[src/rtl/vscale_md_arbiter_if.sv]
// Command/response channel to or from a shared mul/div unit.
// master issues commands and takes results; slave accepts commands and returns results.
interface vscale_md_arbiter_if #(
  parameter int XLEN = 32
);
  logic            req_valid;
  logic            req_ready;
  logic            req_in_1_signed;
  logic            req_in_2_signed;
  logic            req_op;
  logic            req_out_sel;
  logic [XLEN-1:0] req_in_1;
  logic [XLEN-1:0] req_in_2;
  logic            resp_valid;
  logic            resp_ready;
  logic [XLEN-1:0] resp_result;

  modport master (
    output req_valid, req_in_1_signed, req_in_2_signed, req_op, req_out_sel,
           req_in_1, req_in_2, resp_ready,
    input  req_ready, resp_valid, resp_result
  );

  modport slave (
    input  req_valid, req_in_1_signed, req_in_2_signed, req_op, req_out_sel,
           req_in_1, req_in_2, resp_ready,
    output req_ready, resp_valid, resp_result
  );
endinterface

[src/rtl/vscale_md_arbiter.sv]
// Two-requester arbiter in front of one shared mul/div unit, one command in flight.
// Define MD_ARB_RR_EN for round-robin on ties; otherwise requester 0 has fixed priority.
module vscale_md_arbiter #(
  parameter int XLEN = 32
) (
  input logic                  clk,
  input logic                  reset,
  vscale_md_arbiter_if.slave   req0,
  vscale_md_arbiter_if.slave   req1,
  vscale_md_arbiter_if.master  md
);

  typedef enum logic [1:0] {
    IDLE = 2'd0,
    BUSY = 2'd1,
    HOLD = 2'd2
  } state_t;

  state_t          state;
  logic            owner;
  logic            last_grant;
  logic [XLEN-1:0] result;
  logic            resp0_valid_q;
  logic            resp1_valid_q;

  logic            any_valid;
  logic            sel;
  logic            offer;
  logic            grant;
  logic            owner_ready;

  always_comb begin
    any_valid = req0.req_valid | req1.req_valid;
`ifdef MD_ARB_RR_EN
    if (req0.req_valid && req1.req_valid) begin
      sel = ~last_grant;
    end else begin
      sel = req1.req_valid;
    end
`else
    sel = ~req0.req_valid;
`endif
  end

  // The request is offered only in IDLE and never while reset is held.
  assign offer = (state == IDLE) && any_valid && !reset;
  assign grant = offer && md.req_ready;

  assign md.req_valid       = offer;
  assign md.req_in_1_signed = sel ? req1.req_in_1_signed : req0.req_in_1_signed;
  assign md.req_in_2_signed = sel ? req1.req_in_2_signed : req0.req_in_2_signed;
  assign md.req_op          = sel ? req1.req_op          : req0.req_op;
  assign md.req_out_sel     = sel ? req1.req_out_sel     : req0.req_out_sel;
  assign md.req_in_1        = sel ? req1.req_in_1        : req0.req_in_1;
  assign md.req_in_2        = sel ? req1.req_in_2        : req0.req_in_2;
  assign md.resp_ready      = (state == BUSY);

  assign req0.req_ready = offer && !sel && md.req_ready;
  assign req1.req_ready = offer &&  sel && md.req_ready;

  assign req0.resp_valid  = resp0_valid_q;
  assign req1.resp_valid  = resp1_valid_q;
  assign req0.resp_result = result;
  assign req1.resp_result = result;

  assign owner_ready = owner ? req1.resp_ready : req0.resp_ready;

  always_ff @(posedge clk) begin
    if (reset) begin
      state         <= IDLE;
      owner         <= 1'b0;
      last_grant    <= 1'b1;
      result        <= '0;
      resp0_valid_q <= 1'b0;
      resp1_valid_q <= 1'b0;
    end else begin
      case (state)
        IDLE: begin
          if (grant) begin
            owner      <= sel;
            last_grant <= sel;
            state      <= BUSY;
          end
        end
        BUSY: begin
          if (md.resp_valid) begin
            result        <= md.resp_result;
            resp0_valid_q <= ~owner;
            resp1_valid_q <= owner;
            state         <= HOLD;
          end
        end
        HOLD: begin
          if (owner_ready) begin
            resp0_valid_q <= 1'b0;
            resp1_valid_q <= 1'b0;
            state         <= IDLE;
          end
        end
        default: begin
          resp0_valid_q <= 1'b0;
          resp1_valid_q <= 1'b0;
          state         <= IDLE;
        end
      endcase
    end
  end

endmodule

[src/flat_wrapper.sv]
// flat-port wrapper written by rule: the top's interface ports become plain ports
module vscale_md_arbiter_flat 
#(
  parameter int XLEN = 32
)
  (clk, reset, req0_req_valid, req0_req_in_1_signed, req0_req_in_2_signed, req0_req_op, req0_req_out_sel, req0_req_in_1, req0_req_in_2, req0_resp_ready, req0_req_ready, req0_resp_valid, req0_resp_result, req1_req_valid, req1_req_in_1_signed, req1_req_in_2_signed, req1_req_op, req1_req_out_sel, req1_req_in_1, req1_req_in_2, req1_resp_ready, req1_req_ready, req1_resp_valid, req1_resp_result, md_req_valid, md_req_in_1_signed, md_req_in_2_signed, md_req_op, md_req_out_sel, md_req_in_1, md_req_in_2, md_resp_ready, md_req_ready, md_resp_valid, md_resp_result);
  vscale_md_arbiter_if #(.XLEN(XLEN)) req0_i ();
  vscale_md_arbiter_if #(.XLEN(XLEN)) req1_i ();
  vscale_md_arbiter_if #(.XLEN(XLEN)) md_i ();
  input logic clk;
  input logic reset;
  input wire logic [$bits(req0_i.req_valid)-1:0] req0_req_valid;
  input wire logic [$bits(req0_i.req_in_1_signed)-1:0] req0_req_in_1_signed;
  input wire logic [$bits(req0_i.req_in_2_signed)-1:0] req0_req_in_2_signed;
  input wire logic [$bits(req0_i.req_op)-1:0] req0_req_op;
  input wire logic [$bits(req0_i.req_out_sel)-1:0] req0_req_out_sel;
  input wire logic [$bits(req0_i.req_in_1)-1:0] req0_req_in_1;
  input wire logic [$bits(req0_i.req_in_2)-1:0] req0_req_in_2;
  input wire logic [$bits(req0_i.resp_ready)-1:0] req0_resp_ready;
  output wire logic [$bits(req0_i.req_ready)-1:0] req0_req_ready;
  output wire logic [$bits(req0_i.resp_valid)-1:0] req0_resp_valid;
  output wire logic [$bits(req0_i.resp_result)-1:0] req0_resp_result;
  input wire logic [$bits(req1_i.req_valid)-1:0] req1_req_valid;
  input wire logic [$bits(req1_i.req_in_1_signed)-1:0] req1_req_in_1_signed;
  input wire logic [$bits(req1_i.req_in_2_signed)-1:0] req1_req_in_2_signed;
  input wire logic [$bits(req1_i.req_op)-1:0] req1_req_op;
  input wire logic [$bits(req1_i.req_out_sel)-1:0] req1_req_out_sel;
  input wire logic [$bits(req1_i.req_in_1)-1:0] req1_req_in_1;
  input wire logic [$bits(req1_i.req_in_2)-1:0] req1_req_in_2;
  input wire logic [$bits(req1_i.resp_ready)-1:0] req1_resp_ready;
  output wire logic [$bits(req1_i.req_ready)-1:0] req1_req_ready;
  output wire logic [$bits(req1_i.resp_valid)-1:0] req1_resp_valid;
  output wire logic [$bits(req1_i.resp_result)-1:0] req1_resp_result;
  output wire logic [$bits(md_i.req_valid)-1:0] md_req_valid;
  output wire logic [$bits(md_i.req_in_1_signed)-1:0] md_req_in_1_signed;
  output wire logic [$bits(md_i.req_in_2_signed)-1:0] md_req_in_2_signed;
  output wire logic [$bits(md_i.req_op)-1:0] md_req_op;
  output wire logic [$bits(md_i.req_out_sel)-1:0] md_req_out_sel;
  output wire logic [$bits(md_i.req_in_1)-1:0] md_req_in_1;
  output wire logic [$bits(md_i.req_in_2)-1:0] md_req_in_2;
  output wire logic [$bits(md_i.resp_ready)-1:0] md_resp_ready;
  input wire logic [$bits(md_i.req_ready)-1:0] md_req_ready;
  input wire logic [$bits(md_i.resp_valid)-1:0] md_resp_valid;
  input wire logic [$bits(md_i.resp_result)-1:0] md_resp_result;
  assign req0_i.req_valid = req0_req_valid;
  assign req0_i.req_in_1_signed = req0_req_in_1_signed;
  assign req0_i.req_in_2_signed = req0_req_in_2_signed;
  assign req0_i.req_op = req0_req_op;
  assign req0_i.req_out_sel = req0_req_out_sel;
  assign req0_i.req_in_1 = req0_req_in_1;
  assign req0_i.req_in_2 = req0_req_in_2;
  assign req0_i.resp_ready = req0_resp_ready;
  assign req0_req_ready = req0_i.req_ready;
  assign req0_resp_valid = req0_i.resp_valid;
  assign req0_resp_result = req0_i.resp_result;
  assign req1_i.req_valid = req1_req_valid;
  assign req1_i.req_in_1_signed = req1_req_in_1_signed;
  assign req1_i.req_in_2_signed = req1_req_in_2_signed;
  assign req1_i.req_op = req1_req_op;
  assign req1_i.req_out_sel = req1_req_out_sel;
  assign req1_i.req_in_1 = req1_req_in_1;
  assign req1_i.req_in_2 = req1_req_in_2;
  assign req1_i.resp_ready = req1_resp_ready;
  assign req1_req_ready = req1_i.req_ready;
  assign req1_resp_valid = req1_i.resp_valid;
  assign req1_resp_result = req1_i.resp_result;
  assign md_req_valid = md_i.req_valid;
  assign md_req_in_1_signed = md_i.req_in_1_signed;
  assign md_req_in_2_signed = md_i.req_in_2_signed;
  assign md_req_op = md_i.req_op;
  assign md_req_out_sel = md_i.req_out_sel;
  assign md_req_in_1 = md_i.req_in_1;
  assign md_req_in_2 = md_i.req_in_2;
  assign md_resp_ready = md_i.resp_ready;
  assign md_i.req_ready = md_req_ready;
  assign md_i.resp_valid = md_resp_valid;
  assign md_i.resp_result = md_resp_result;
  vscale_md_arbiter #(.XLEN(XLEN)) u_core (.clk(clk), .reset(reset), .req0(req0_i), .req1(req1_i), .md(md_i));
endmodule
[config.mk]
export PLATFORM = sky130hd
export DESIGN_NAME = vscale_md_arbiter_flat
export DESIGN_NICKNAME = d
export VERILOG_FILES = /design/src/rtl/vscale_md_arbiter_if.sv /design/src/rtl/vscale_md_arbiter.sv /design/src/flat_wrapper.sv
export SDC_FILE = /design/constraint.sdc
export NUM_CORES = 1
export LEC_CHECK = 0
export ABC_AREA = 1
export BUFFER_PORTS_ARGS = -buffer_cell sky130_fd_sc_hd__buf_2
export CAP_MARGIN = 20
export CELL_PAD_IN_SITES_DETAIL_PLACEMENT = 1
export CELL_PAD_IN_SITES_GLOBAL_PLACEMENT = 1
export CORE_AREA = 2 2 121 123
export CTS_CLUSTER_SIZE = 24
export DETAILED_ROUTE_END_ITERATION = 7
export DIE_AREA = 0 0 123 125
export GPL_TIMING_DRIVEN = 0
export PLACE_DENSITY = 0.8
export SYNTH_ARGS = -nofsm -noshare
export SYNTH_HDL_FRONTEND = slang
export SYNTH_SLANG_ARGS = --single-unit
export TNS_END_PERCENT = 30
[constraint.sdc]
create_clock -name clk -period 2.06 [get_ports clk]
set_input_delay 0.412 -clock clk [delete_from_list [all_inputs] [get_ports clk]]
set_output_delay 0.412 -clock clk [all_outputs]
set_load 0.005 [all_outputs]
==> impl_results.md, run 1 <==
- Outcome: complete, no violations
- Internal power: 1.631 mW
- Mapped Area: 0.002441 mm²
- Die ar.: 0.01538 mm²
- Final ANT Viol Nets: 0
- Core Area: 0.01420 mm²
- Worst path required time: 1.65 ns
- Gate power share: 26.0%
- Detailed placer's ending HPWL: 11,010 µm
- Total CTS buffers: 5
- Commonest non-fill, non-tap cell in the layout: buf_2
- Max H-tree Level: 2
- Slew @ Worst Pin: 0.5322 ns
- Clock transition at path regs: 0.06 ns
- DR iter-0 viols: 111
- Avg Cell Area, Syn: 5.651 µm²
- Reg2reg start: u_core.state[0]
- Number of max-cap violations: 0
- Post-DR vias/cell: 3.987
- IO Port Bufs: 311
- Fmax: 0.5305 GHz
- Final Setup Violations: 0
- Cell variety after synth: 17
- Synth Instances: 432
- Clock sink count: 37
- Grt total ovfl: 0
- Final-layout fill cell count: 1,985
- Worst Skew: 0.003260 ns
- Overall power: 2.216 mW
- Switch share: 26.42%
- Yosys warns: 0
- Root Driver: clkbuf_16
- P_leak: 2.741 nW
- Psw: 585.3 µW
- Die Height: 125 µm
- Clock power share: 40.3%
- Post-CTS setup buffer count: 0
- Antenna violations before repair: 2
- Hold crit path type: in2reg
- Initial Util: 17.19%
- CP Capture Type: output port
- Number of flops mapped to enable cells by yosys: 0
- Sequential Power Share: 33.7%
- Largest net degree at the start of global routing: 12
- Share of layout cells above drive strength 1: 48.74%
- Most frequent cells in the layout: buf_2 (317), nand2_1 (279), dfxtp_1 (37)
- Row cnt: 44
- # IOs: 314
- Number of global-route vias before repair: 3,872
- Worst setup startpoint: req0_req_valid
- Final Hold Violating Endpoints: 0
- Area growth syn-to-layout: 80.57%
- Nets: 926
- CP Class: in2out
- Routed via count: 3,736
- Post-route worst setup slack: 0.1751 ns
- Drt drc: 0
- RSZ-0062 raised after global routing: false
- Multi-input logic area: 0.001287 mm²
- Max VDD drop: 280.8 µV
- DRT Pass-1 Iters: 4
- Final count of pins violating max slew: 0
- Crit path DAT: 1.47 ns
- Drt total wl: 12,620 µm
- Setup crit start kind: input pin
- CTS Buffer Depth: 2
- Worst slew margin: 64.52%
- Die Wd: 123 µm
- Clk_lat worst skew: 0.27 ns
- CTS tree: yes
- Pwr per Cell Area: 502.7 mW/mm²
- Primary FF master, synth: dfxtp_1
- First-pass GRT wire length: 19,240 µm
- TNS Setup: 0 ns
- All-Layer GR Usage: 15.83%
- Final period util: 91.50%
- Net Count, Synth: 608
- Min Tclk post-route: 1.885 ns
- Routed length per instance: 13.46 µm
- Maximum fanout along the worst path: 10
- Worst hold start: md_resp_result[21]
- Fraction of registers with async set/reset: 0%
- FF+latch area: 740.7 µm²
- Place WS: 0.1230 ns
- GP Congestion: 0.8608
- Seq/Total Area, Yosys: 30.34%
- Number of synthesized register bits: 37
[synthesized netlist by cell type (2+ instances only)]
master	number	share of area, %
nand2_1	279	43
buf_2	7	1.4
buf_4	32	9.8
nor2_1	6	0.92
dfxtp_1	37	30
inv_2	2	0.31
clkbuf_1	13	2.0
a21oi_1	36	7.4
inv_1	9	1.4
nand3_1	2	0.41
buf_6	3	1.4
[power groups by stage]
stage	logic (mW)	registers [mW]	clock network (mW)
3_3_place_gp	0.577	0.763	0
4_1_cts	0.589	0.748	0.918
5_1_grt	0.656	0.751	0.940
2_1_floorplan	0.226	0.762	0
3_5_place_dp	0.585	0.764	0
6_report	0.576	0.748	0.892
[cells by family (layout without fill, tap and decap cells)]
family,Yosys count,count (layout),synth area share (%)
other,0,2,0
AND/OR/NAND/NOR,289,289,45.16
AO/OA/AOI/OAI,37,37,7.586
flip-flops,37,37,30.34
buffers and inverters,69,388,16.91
[state kept, by name, indices dropped and copies added (netlist names)]
| name | cells |
|---|---|
| u_core.req0.resp_valid | 1 |
| u_core.owner | 1 |
| u_core.req1.resp_valid | 1 |
| u_core.req0.resp_result | 32 |
| u_core.state | 2 |
[critical path, stage by stage]
cell and delay, ns:
buf_2 0.17, inv_2 0.14, buf_2 0.23, clkbuf_4 0.23, nand2_1 0.06, nand2_1 0.11, buf_2 0.13
[worst paths after layout]
check / cells past startpoint / to / slack (ns)
hold / removal: 3 / u_core.req0.resp_result[21] / 0.38
setup reg to reg: 7 / u_core.req0.resp_result[27] / 0.81
setup / recovery: 7 / md_req_in_2[28] / 0.18
hold reg to reg: 2 / u_core.req1.resp_valid / 0.47
[routing by layer]
metal  global-route usage [%]  share of wire [%]  up-vias
li1                         -                  -     1911
met1                    17.72                 39     1639
met2                    30.00                 51      176
met3                    3.558                8.4       10
met4                    3.342                1.2        0
met5                        0                  0        -
[per-stage QoR]
| stage | instances | instance area, µm² | util [%] | hold slack, ns |
|---|---|---|---|---|
| 2_1_floorplan | 432 | 2441 | - | 0.4555 |
| 3_3_place_gp | 927 | 4228 | 29.77 | 0.4519 |
| 3_5_place_dp | 927 | 4228 | 29.77 | 0.4619 |
| 4_1_cts | 935 | 4400 | 30.98 | 0.3736 |
| 5_1_grt | 937 | 4408 | 31.03 | 0.3852 |
| 6_report | 937 | 4408 | 31.03 | 0.3770 |
[layout make-up]
class	instances	area share, %
clock inverter	1	0.6812
sequential	37	16.80
inverter	12	1.050
antenna	2	0.1135
clock buffer	7	3.236
buffer	57	8.374
multi-input combinational	326	29.21
timing repair buffer	311	35.31
tap	184	5.223
[what timing repair did]
item / 4_1_cts / 5_1_grt
endpoints found under the setup margin: 0 / 2
hold buffers: 0 / 0
gates resized for setup: 0 / 1
Power figures use the tool's default switching activity.
==> inputs of run 2 (changes only) <==
PLACE_DENSITY = not set   (was 0.8)
PLACE_DENSITY_LB_ADDON = 0.2   (was not set)
==> run 2 against run 1 <==
  * Critical endpoint is now md_req_in_2[27]
  * Wire length is 2.0% lower
  * Power is 5.9% lower
  * Maximum frequency is 1.1% higher
  * Combinational power is 1% lower
  * Design area is 0.65% lower
  * Clock skew is 0.0036 ns higher
==> impl_results.md, run 2 (synthesis results as in run 1) <==
- TNS Setup: 0 ns (unchanged)
- Largest net degree at the start of global routing: 12 (unchanged)
- Post-CTS setup buffer count: 0 (unchanged)
- Max VDD drop: 249.1 µV (was 280.8 µV)
- CP Class: in2out (unchanged)
- First-pass GRT wire length: 19,160 µm (was 19,240 µm)
- Final Hold Violating Endpoints: 0 (unchanged)
- Switch share: 28.08% (was 26.42%)
- Core Area: 0.01420 mm² (unchanged)
- Sequential Power Share: 35.8% (was 33.7%)
- Fmax: 0.5364 GHz (was 0.5305 GHz)
- Number of flip-flops under the largest register name: 32 (unchanged)
- Detailed placer's ending HPWL: 10,950 µm (was 11,010 µm)
- Worst slew margin: 69.50% (was 64.52%)
- P_leak: 2.725 nW (was 2.741 nW)
- Setup crit start kind: input pin (unchanged)
- Area growth syn-to-layout: 79.40% (was 80.57%)
- Worst Skew: 0.006909 ns (was 0.003260 ns)
- Post-DP Area: 0.004228 mm² (unchanged)
- Gate power share: 27.3% (was 26.0%)
- Clk_lat worst skew: 0.28 ns (was 0.27 ns)
- CP Capture Type: output port (unchanged)
- Hold crit path type: in2reg (unchanged)
- Root Driver: clkbuf_16 (unchanged)
- Pwr per Cell Area: 476.2 mW/mm² (was 502.7 mW/mm²)
- Die ar.: 0.01538 mm² (unchanged)
- Total CTS buffers: 5 (unchanged)
- Drt total wl: 12,370 µm (was 12,620 µm)
- DRT Pass-1 Iters: 4 (unchanged)
- Post-DR vias/cell: 3.983 (was 3.987)
- Final Setup Violations: 0 (unchanged)
- Number of max-cap violations: 0 (unchanged)
- Hold_buf cts: 0 (unchanged)
- Maximum fanout along the worst path: 10 (unchanged)
- Clock transition at path regs: 0.06 ns (about the same)
- GP Congestion: 0.7895 (was 0.8608)
- Row cnt: 44 (unchanged)
- Crit path DAT: 1.45 ns (was 1.47 ns)
- DR iter-0 viols: 111 (unchanged)
- Max H-tree Level: 2 (unchanged)
- Slew @ Worst Pin: 0.4574 ns (was 0.5322 ns)
- Clock power share: 36.8% (was 40.3%)
- Post-Layout Cell Count: 936 (was 937)
- RSZ-0062 raised after global routing: false (unchanged)
- IO Port Bufs: 311 (unchanged)
- All-Layer GR Usage: 15.64% (was 15.83%)
- Nets: 926 (unchanged)
- Routed length per instance: 13.21 µm (was 13.46 µm)
- Psw: 585.6 µW (was 585.3 µW)
- Final count of pins violating max slew: 0 (unchanged)
- Initial Util: 17.19% (unchanged)
- Antenna violations before repair: 2 (unchanged)
- CTS Buffer Depth: 2 (unchanged)
- Grt total ovfl: 0 (unchanged)
- Share of layout cells above drive strength 1: 48.80% (was 48.74%)
- Min Tclk post-route: 1.864 ns (was 1.885 ns)
- Routed via count: 3,728 (was 3,736)
- Most frequent cells in the layout: buf_2 (318), nand2_1 (279), dfxtp_1 (37) (was buf_2 (317), nand2_1 (279), dfxtp_1 (37))
- Final Cell Area: 0.004379 mm² (was 0.004408 mm²)
- Number of global-route vias before repair: 3,826 (was 3,872)
- Final period util: 90.49% (was 91.50%)
- Commonest non-fill, non-tap cell in the layout: buf_2 (unchanged)
- Internal power: 1.500 mW (was 1.631 mW)
- Worst path required time: 1.65 ns (about the same)
- Gates resized, CTS repair: 0 (unchanged)
- # IOs: 314 (unchanged)
- Die Wd: 123 µm (unchanged)
- Outcome: complete, no violations (unchanged)
- CTS tree: yes (unchanged)
- Drt drc: 0 (unchanged)
- Placed cells: 927 (unchanged)
- Die Height: 125 µm (unchanged)
- Final ANT Viol Nets: 0 (unchanged)
- Clock sink count: 37 (unchanged)
==> run 2: cell count changes in the layout (fill, tap and decap cells not counted), sizes merged <==
cell      before  now
clkinvlp       0    1
clkbuf        22   20
buf          353  354
bufinv         1    0
==> run 2: worst max-delay path, cell delays in order <==
cell     delay (ns)
buf_2          0.16
inv_2          0.13
buf_2          0.22
buf_2          0.25
nand2_1        0.07
nand2_1        0.08
buf_2          0.12
==> run 2: worst paths after layout <==
kind | slack, ns | start | cells past startpoint | to
worst max register to register | 0.86 | u_core.state[0] | 7 | u_core.req0.resp_result[5]
worst min register to register | 0.48 | u_core.req1.resp_valid | 2 | u_core.req1.resp_valid
worst max-delay path | 0.20 | req0_req_valid | 7 | md_req_in_2[27]
worst min-delay path | 0.37 | md_resp_result[19] | 3 | u_core.req0.resp_result[19]
==> run 2: final cells by class <==
cell class,instances,area [µm²]
fill,1938,9824
timing repair buffer,311,1556
multi-input combinational,326,1287
sequential,37,740.7
buffer,57,366.6
tap,184,230.2
clock buffer,6,138.9
inverter,12,46.29
clock inverter,1,7.507
antenna,2,5.005
==> run 2: power by group through the flow <==
stage | clock network (mW) | logic (mW) | registers, mW
after floorplan | 0 | 0.226 | 0.762
after global placement | 0 | 0.573 | 0.763
after detailed placement | 0 | 0.581 | 0.764
after CTS | 0.789 | 0.584 | 0.748
after global routing | 0.823 | 0.650 | 0.750
final | 0.768 | 0.570 | 0.748
==> run 2: layer usage <==
layer	vias up	track usage [%]	wire, µm
met5	-	0	0
met4	0	4.011	167
met3	9	5.109	1142
met2	160	29.12	6456
met1	1645	16.69	4602
li1	1914	-	-
==> run 2: through the flow <==
step                hold slack, ns  util (%)  power, mW  setup WS [ns]
CTS                         0.3735     30.80      2.121         0.1608
floorplan                   0.4555         -     0.9888         0.5413
global placement            0.4570     29.77      1.335         0.1589
detailed placement          0.4652     29.77      1.344         0.1615
finish                      0.3747     30.83      2.086         0.1958
global route                0.3760     30.83      2.223        0.03946
==> inputs of run 3 (changes only) <==
ABC_AREA = not set   (was 1)
==> run 3 against run 2 <==
  * Sequential cell count unchanged
  * Non-clock buffer count is 3 lower
  * Largest power group unchanged
  * Critical path depth is 3 lower
  * Via count decreased by 12%
  * Combinational power grew 17%
  * Clock skew is 0.0053 ns lower
  * Critical endpoint is now md_req_in_2[8]
  * Maximum frequency decreased by 3.7%
  * Wire length rose by 13%
  * Worst setup slack lost 0.071 ns
==> impl_results.md, run 3 <==
- Crit path DAT: 1.52 ns (was 1.45 ns)
- Final period util: 93.95% (was 90.49%)
- Post-route worst setup slack: 0.1247 ns (was 0.1958 ns)
- Commonest non-fill, non-tap cell in the layout: buf_2 (unchanged)
- Antenna violations before repair: 3 (was 2)
- Final ANT Viol Nets: 0 (unchanged)
- Row cnt: 44 (unchanged)
- Mux share of post-synthesis cell area: 31.02% (was 0%)
- Primary FF master, synth: dfxtp_1 (unchanged)
- Pwr per Cell Area: 514.5 mW/mm² (was 476.2 mW/mm²)
- Seq/Total Area, Yosys: 29.19% (was 30.34%)
- Hold endpoint: u_core.req0.resp_result[28] (was u_core.req0.resp_result[19])
- Avg Cell Area, Syn: 9.030 µm² (was 5.651 µm²)
- Reg2reg start: u_core.state[1] (was u_core.state[0])
- Max VDD drop: 293.1 µV (was 249.1 µV)
- Slew @ Worst Pin: 0.4357 ns (was 0.4574 ns)
- Cell variety after synth: 23 (was 17)
- Place WS: 0.1075 ns (was 0.1615 ns)
- GP Congestion: 0.8968 (was 0.7895)
- Synth area leader: mux2_2 (was nand2_1)
- DR iter-0 viols: 129 (was 111)
- Worst Skew: 0.001633 ns (was 0.006909 ns)
- Synth Instances: 281 (was 432)
- CP Capture Type: output port (unchanged)
- Initial Util: 17.86% (was 17.19%)
- Drt drc: 0 (unchanged)
- Max H-tree Level: 2 (unchanged)
- Setup slack, reg-to-reg: 0.84 ns (was 0.86 ns)
- Fraction of registers with async set/reset: 0% (unchanged)
- Number of flops mapped to enable cells by yosys: 0 (unchanged)
- Die Height: 125 µm (unchanged)
- CP Class: in2out (unchanged)
- Final-layout fill cell count: 1,779 (was 1,938)
- R2R cell count: 5 (was 7)
- Setup crit start kind: input pin (unchanged)
- # IOs: 314 (unchanged)
- Area growth syn-to-layout: 77.51% (was 79.40%)
- Drt total wl: 14,000 µm (was 12,370 µm)
- Count leader, synth: mux2_2 (was nand2_1)
- Final Hold Violating Endpoints: 0 (unchanged)
- Fmax: 0.5167 GHz (was 0.5364 GHz)
- Worst path required time: 1.65 ns (about the same)
- All-Layer GR Usage: 17.44% (was 15.64%)
- CTS tree: yes (unchanged)
- Number of flip-flops under the largest register name: 32 (unchanged)
- Top-area cell type share of the netlist area: 30.62% (was 42.90%)
- Grt total ovfl: 0 (unchanged)
- Net Count, Synth: 457 (was 608)
- RR Endpoint: u_core.req0.resp_result[19] (was u_core.req0.resp_result[5])
- Die ar.: 0.01538 mm² (unchanged)
- Detailed placer's ending HPWL: 12,280 µm (was 10,950 µm)
- Ranking of synthesized cells by area: mux2_2 (31%), dfxtp_1 (29%), nand2_1 (9.9%) (was nand2_1 (43%), dfxtp_1 (30%), buf_4 (9.8%))
- Clock sink count: 37 (unchanged)
- Routed length per instance: 17.82 µm (was 13.21 µm)
- Top cells by count, synth: mux2_2 (69), nand2_1 (67), dfxtp_1 (37) (was nand2_1 (279), dfxtp_1 (37), a21oi_1 (36))
- Routed via count: 3,280 (was 3,728)
- Total CTS buffers: 5 (unchanged)
- Combinational family with the most area after synthesis: multiplexers (was simple AND/OR/NAND/NOR gates)
- Number of max-cap violations: 0 (unchanged)
- Most frequent cells in the layout: buf_2 (326), mux2_2 (69), nand2_1 (67) (was buf_2 (318), nand2_1 (279), dfxtp_1 (37))
- Core Area: 0.01420 mm² (unchanged)
- Final count of pins violating max slew: 0 (unchanged)
- Number of synthesized register bits: 37 (unchanged)
- Root Driver: clkbuf_16 (unchanged)
- Hold crit path type: in2reg (unchanged)
- IO Port Bufs: 312 (was 311)
- RSZ-0062 raised after global routing: false (unchanged)
- Clk_lat worst skew: 0.27 ns (was 0.28 ns)
- Post-CTS setup buffer count: 0 (unchanged)
- Maximum fanout along the worst path: 10 (unchanged)
- Worst slew margin: 70.95% (was 69.50%)
- Die Wd: 123 µm (unchanged)
- Number of global-route vias before repair: 3,385 (was 3,826)
- TNS Setup: 0 ns (unchanged)
- CTS Buffer Depth: 2 (unchanged)
- Final Setup Violations: 0 (unchanged)
- Share of layout cells above drive strength 1: 76.54% (was 48.80%)
- Post-DR vias/cell: 4.173 (was 3.983)
- Compound-gate portion of the synthesized area: 11.24% (was 7.586%)
- Xor and xnor area share after synthesis: 0% (unchanged)
- Gates resized, CTS repair: 0 (unchanged)
- Synth Area in Adders: 0% (unchanged)
- DRT Pass-1 Iters: 4 (unchanged)
- Mapped Area: 0.002537 mm² (was 0.002441 mm²)
- Worst hold start: md_resp_result[28] (was md_resp_result[19])
- Fin util: 31.71% (was 30.83%)
- Nets: 776 (was 926)
- Hold_buf cts: 0 (unchanged)
- Min Tclk post-route: 1.935 ns (was 1.864 ns)
- First-pass GRT wire length: 20,250 µm (was 19,160 µm)
- Outcome: complete, no violations (unchanged)
- Largest net degree at the start of global routing: 12 (unchanged)
- Simple logic cell fraction of the synthesized area: 13.66% (was 45.16%)
- P_leak: 2.381 nW (was 2.725 nW)
- Yosys warns: 0 (unchanged)
- Hold Path Stages: 3 (unchanged)
- Clock transition at path regs: 0.06 ns (about the same)
-- run 3: kinds of logic (layout without fill, tap and decap cells) --
kind of cell,Yosys count,in the layout
AO/OA/AOI/OAI,40,40
buffers and inverters,53,373
flip-flops,37,37
multiplexers,70,70
other,0,1
AND/OR/NAND/NOR,81,81
-- run 3: worst max path at each step --
stage	start	endpoint	slack (ns)	cells after the start
floorplan	req0_req_valid	md_req_in_1[0]	0.51	3
global route	req0_req_valid	md_req_in_1[20]	0.07	4
global placement	req0_req_valid	md_req_in_2[8]	0.12	4
finish	req0_req_valid	md_req_in_2[8]	0.12	4
detailed placement	req0_req_valid	md_req_in_2[8]	0.11	4
CTS	req0_req_valid	md_req_in_2[8]	0.11	4
-- run 3: power by group --
part	total (mW)	internal, mW	switching, mW
logic	0.666	0.379	0.287
clock network	0.887	0.605	0.283
registers	0.764	0.743	0.0208
total	2.32	1.73	0.591
-- run 3: metal layers --
layer	share of wire (%)	up-vias	GRT usage (%)
li1	-	1562	-
met1	39	1544	20.32
met2	51	160	31.85
met3	9.0	10	5.155
met4	0.59	4	2.406
met5	0.21	-	0
-- run 3: cell type report --
cell class                 instances  area [µm²]  area share [%]
tap                              184       230.2           5.111
buffer                            53       377.9           8.389
multi-input combinational        191        1419           31.50
antenna                            1       2.502         0.05556
clock buffer                       7       142.6           3.167
sequential                        37       740.7           16.44
timing repair buffer             312        1562           34.67
clock inverter                     1       30.03          0.6667
-- run 3: metrics by stage --
stage | area, µm² | instances | total power [mW] | hold WS [ns]
2_1_floorplan | 2537 | 281 | 1.066 | 0.4658
3_3_place_gp | 4329 | 777 | 1.445 | 0.4578
3_5_place_dp | 4329 | 777 | 1.455 | 0.4681
4_1_cts | 4502 | 785 | 2.359 | 0.3717
5_1_grt | 4504 | 786 | 2.444 | 0.3817
6_report | 4504 | 786 | 2.317 | 0.3778
-- run 3: critical path, cell delays in order --
cell and delay [ns]:
buf_2 0.22, buf_2 0.31, mux2_2 0.42, buf_2 0.15
